===== src/rtl/instruction_fetch.sv =====
// Instruction fetch: pc register driving a combinational imem, feeding a small
// FIFO toward decode. Redirects flush the buffer and restart fetch at the target.

module fetch_entry (
  input  logic        clk,
  input  logic        rst_n,
  input  logic        we,
  input  logic [63:0] din,
  output logic [63:0] dout
);

  always_ff @(posedge clk or negedge rst_n) begin
    if (!rst_n)  dout <= '0;
    else if (we) dout <= din;
  end

endmodule

module instruction_fetch #(
  parameter logic [31:0] RESET_PC = 32'h0000_0000,
  parameter int          DEPTH    = 2
) (
  input  logic        clk,
  input  logic        rst_n,
  output logic [31:0] imem_addr,
  input  logic [31:0] imem_instr,
  input  logic        redirect_valid,
  input  logic [31:0] redirect_pc,
  output logic        out_valid,
  input  logic        out_ready,
  output logic [31:0] out_instr,
  output logic [31:0] out_pc,
  output logic        misaligned
);

  localparam int PTR_W = $clog2(DEPTH);
  localparam int CNT_W = PTR_W + 1;
  localparam logic [CNT_W-1:0] DEPTH_C = CNT_W'(DEPTH);

  typedef struct packed {
    logic [31:0] pc;
    logic [31:0] instr;
  } fetch_entry_t;

  logic [31:0]             pc;
  logic [PTR_W-1:0]        wr_ptr, rd_ptr;
  logic [CNT_W-1:0]        count;
  logic                    push, pop;
  logic [DEPTH-1:0]        wen;
  logic [DEPTH-1:0][63:0]  ent_q;
  fetch_entry_t            wr_ent, head;

  assign imem_addr = pc;
  assign out_valid = (count != '0);
  assign pop       = out_valid && out_ready;
  // A full buffer still accepts a fetch when the head leaves the same edge.
  assign push      = !redirect_valid && ((count < DEPTH_C) || pop);

  assign wr_ent.pc    = pc;
  assign wr_ent.instr = imem_instr;

  for (genvar g = 0; g < DEPTH; g++) begin : g_ent
    assign wen[g] = push && (wr_ptr == PTR_W'(g));
    fetch_entry u_ent (
      .clk  (clk),
      .rst_n(rst_n),
      .we   (wen[g]),
      .din  (wr_ent),
      .dout (ent_q[g])
    );
  end

  assign head      = ent_q[rd_ptr];
  assign out_pc    = out_valid ? head.pc    : '0;
  assign out_instr = out_valid ? head.instr : '0;

  // DEPTH is a power of two, so pointer overflow wraps modulo DEPTH.
  always_ff @(posedge clk or negedge rst_n) begin
    if (!rst_n) begin
      pc         <= RESET_PC;
      wr_ptr     <= '0;
      rd_ptr     <= '0;
      count      <= '0;
      misaligned <= 1'b0;
    end else if (redirect_valid) begin
      pc         <= {redirect_pc[31:2], 2'b00};
      wr_ptr     <= '0;
      rd_ptr     <= '0;
      count      <= '0;
      if (redirect_pc[1:0] != 2'b00) misaligned <= 1'b1;
    end else begin
      if (push) begin
        pc     <= pc + 32'd4;
        wr_ptr <= wr_ptr + 1'b1;
      end
      if (pop) rd_ptr <= rd_ptr + 1'b1;
      case ({push, pop})
        2'b10:   count <= count + 1'b1;
        2'b01:   count <= count - 1'b1;
        default: count <= count;
      endcase
    end
  end

endmodule

===== config.mk =====
export PLATFORM = sky130hd
export DESIGN_NAME = instruction_fetch
export DESIGN_NICKNAME = d
export VERILOG_FILES = /design/src/rtl/instruction_fetch.sv
export SDC_FILE = /design/constraint.sdc
export NUM_CORES = 1
export LEC_CHECK = 0
export ABC_CLOCK_PERIOD_IN_PS = 5240
export CELL_PAD_IN_SITES_DETAIL_PLACEMENT = 0
export CELL_PAD_IN_SITES_GLOBAL_PLACEMENT = 1
export CORE_MARGIN = 2
export CORE_UTILIZATION = 35
export CTS_CLUSTER_DIAMETER = 120
export DETAILED_ROUTE_END_ITERATION = 8
export PLACE_DENSITY = 0.77
export SYNTH_ARGS = -nofsm -noshare
export SYNTH_HDL_FRONTEND = slang
export SYNTH_SLANG_ARGS = --single-unit

===== constraint.sdc =====
create_clock -name clk -period 5.24 [get_ports clk]
set_clock_uncertainty 0.15 [all_clocks]
set_input_delay 0.786 -clock clk [delete_from_list [all_inputs] [get_ports clk]]
set_output_delay 0.786 -clock clk [all_outputs]
set_load 0.005 [all_outputs]

==> results_dict.tcl <==
set metrics [dict create \
    fin_setup_tns_ps 0 \
    dp_hpwl_um 12100 \
    ctsHoldBuffers 0 \
    drtPass1Iterations 4 \
    insertion_delay_ps 420 \
    ff2ff_path_depth 5 \
    clock-sinks 159 \
    criticalPathCategory "register to primary output" \
    powerDensity_nw_per_um2 390 \
    area_delta_synth_final_pct 33.3 \
    finalMaxSlewViolations 0 \
    drt_iter0_drc 200 \
    clkTransAtPathRegs_ps 60 \
    cp_data_arrival_time_ps 2680 \
    period_share_pct 69.0 \
    max_stage_delay_ps 760 \
    crit_slowest_cell "nor2_4" \
    wl_per_cell_um 17.4 \
    antenna_found_initial 0 \
    std_cell_rows 53 \
    htreeDepth 4 \
    cp-start-kind "register" \
    syn_area_um2 7410 \
    regArea_um2 3980 \
    highest_layer "met4" \
    met1_length_um 8550 \
    port_buffers 161 \
    viasPerCell 4.86 \
    yosysUniqueCellTypes 30 \
    outcome "completed" \
    critPathCaptureType "primary output" \
    grt_max_degree 65 \
    dp_slack_ps 2020 \
    setup_violations 0 \
    synth-seq-cells 159 \
    die_w_um 149 \
    grt_overflow 0 \
    critPathRequiredTime_ps 4300 \
    leakagePower_uw 0.00399 \
    cts_tree "yes" \
    cts_buffers 17 \
    synth_cells 615 \
    wl_met2_um 8550 \
    cp_max_fo 33 \
    p_seq_share_pct 44.0 \
    drv_cap 0 \
    gp_congestion 0.778 \
    clk_path_buf_depth 2 \
    drc 0 \
    cts_root_buf "clkbuf_16" \
    internal_power_uw 2780 \
    avgSynthCellArea_um2 12.0 \
    r2r_slack_ps 2580 \
    cp_cell_sequence "nor2_4 > buf_4 > nor2_1 > clkdlybuf4s50_1" \
    ys_seq_area_share_pct 53.7 \
    postCtsSetupRepairBufs 0 \
    multi_input_area_um2 3270 \
    relSlewSlack_pct 19.5 \
    hp-class "primary input to async pin" \
    yosys_warnings 0 \
    wl_met3_um 1050 \
    final_layout_size_suffix_gt1_share_pct 22.8 \
    grt_pass1_vias 5444 \
    clkPwrFrac_pct 33.2 \
    irDropWorstVdd_v 0.000215 \
    nets 832 \
    fill_cells 1895 \
    min_period_ps 3610 \
    power_switching_share_pct 27.8 \
    grt_pass1_wl_um 29100 \
    combPwrFrac_pct 22.8 \
    setup_ws_ps 1630 \
    gr-usage-all-layers_pct 16.7 \
    start_util_pct 35.5 \
    insertedDiodeCount 0 \
    io_pins 166 \
    ant_nets 0 \
    p_sw_uw 1070 \
    die_area_um2 22300 \
    fmax_ghz 0.277 \
    vias 5105 \
    final_hold_viol_count 0 \
    die_y_um 149 \
    worst_slew_pin_slew_ps 1210 \
    rsz0062_at_grt "no" \
    core_um2 20900 \
    totalWireLength_um 18300 \
    cts_resized 0 \
]
==> cell families (layout without fill, tap and decap cells) <==
| family | Yosys count | after routing | share of synthesized area (%) |
|---|---|---|---|
| multiplexers | 188 | 188 | 27.5 |
| XOR/XNOR | 31 | 31 | 3.67 |
| adder cells (fa/ha/maj) | 1 | 1 | 0.169 |
| buffers and inverters | 45 | 203 | 2.60 |
| AND/OR/NAND/NOR | 158 | 158 | 10.1 |
| other | 1 | 4 | 0.0506 |
| AO/OA/AOI/OAI | 32 | 32 | 2.16 |
| flip-flops | 159 | 159 | 53.7 |
==> critical path: cells and delay by family (launching register included) <==
family                 cells  cell delay (ps)
AND/OR/NAND/NOR            2              880
flip-flops                 1              440
buffers and inverters      2              920
==> final cells by class <==
class,count,share of cell area (%)
clock inverter,14,1.74
sequential,159,40.3
clock buffer,18,4.45
tap,275,3.49
multi-input combinational,414,33.1
timing repair buffer,167,16.7
inverter,4,0.152
==> power by group through the flow <==
| stage | combinational, µW | clock, µW | sequential, µW |
|---|---|---|---|
| finish | 881 | 1280 | 1700 |
| global route | 964 | 1360 | 1740 |
| CTS | 898 | 1310 | 1700 |
| detailed placement | 894 | 0 | 1720 |
| global placement | 872 | 0 | 1700 |
| floorplan | 517 | 0 | 1640 |
==> layout by cell type (no fill, tap or decap), types with 15 or more instances in the layout <==
cell             synthesis  layout
o21ai_0                 15      15
nand2_1                 41      40
clkbuf_16                0      17
dfrtp_1                159     158
o21ai_1                 15      15
mux2i_1                 63      63
clkdlybuf4s50_1          0     159
mux2_2                 125     125
xnor2_1                 19      19
nor2_1                  72      71
==> through the flow <==
step / util, % / power, µW / hold slack, ps / instances / cell area [µm²]
CTS: 47.3 / 3900 / 182 / 1051 / 9870
finish: 47.3 / 3850 / 165 / 1051 / 9870
floorplan: - / 2150 / 300 / 618 / 7420
global placement: 44.3 / 2570 / 302 / 1019 / 9260
detailed placement: 44.3 / 2610 / 311 / 1019 / 9260
global route: 47.3 / 4060 / 197 / 1051 / 9870
==> final timing paths <==
check / startpoint / to
setup / recovery: count[1]$_DFFE_PN0P_ / out_instr[16]
hold / removal: rst_n / g_ent[1].u_ent.dout[5]$_DFFE_PN0P_
setup reg to reg: imem_addr[6]$_DFFE_PN0P_ / imem_addr[27]$_DFFE_PN0P_
hold reg to reg: misaligned$_DFFE_PN0P_ / misaligned$_DFFE_PN0P_
max in group asynchronous: rst_n / g_ent[0].u_ent.dout[18]$_DFFE_PN0P_
min in group clk: misaligned$_DFFE_PN0P_ / misaligned$_DFFE_PN0P_
==> sequential cells by signal, indices dropped and copies added, names as in the netlist <==
register,count
rd_ptr,1
misaligned,1
wr_ptr,1
count,2
imem_addr,30
g_ent.u_ent.dout,124
==> metal layers <==
| layer | vias up | global-route usage [%] |
|---|---|---|
| li1 | 2404 | - |
| met1 | 2556 | 22.3 |
| met2 | 136 | 27.4 |
| met3 | 9 | 4.30 |
| met4 | 0 | 4.05 |
| met5 | - | 0 |
==> Yosys cell counts <==
cell type / number / area (µm²)
and4b_1: 1 / 10.0
nor2_1: 72 / 270
nor4_1: 4 / 25.0
nand2b_1: 3 / 18.8
nand2_1: 41 / 154
nand3_2: 1 / 10.0
or4_1: 1 / 7.51
buf_2: 1 / 5.00
clkbuf_1: 35 / 131
nor3_1: 6 / 30.0
ha_1: 1 / 12.5
nor4_4: 1 / 21.3
mux2_2: 125 / 1410
buf_6: 1 / 11.3
a21oi_1: 2 / 10.0
inv_1: 4 / 15.0
o21ai_0: 15 / 75.1
nand3_1: 12 / 60.1
buf_4: 4 / 30.0
dfrtp_1: 159 / 3980
mux2i_1: 63 / 631
nand4_1: 4 / 25.0
xor2_1: 12 / 105
and4_1: 2 / 17.5
and3_1: 3 / 18.8
o21ai_1: 15 / 75.1
nor4_2: 6 / 75.1
xnor2_1: 19 / 166
conb_1: 1 / 3.75
nor2b_1: 1 / 6.26
Power figures use the tool's default switching activity.
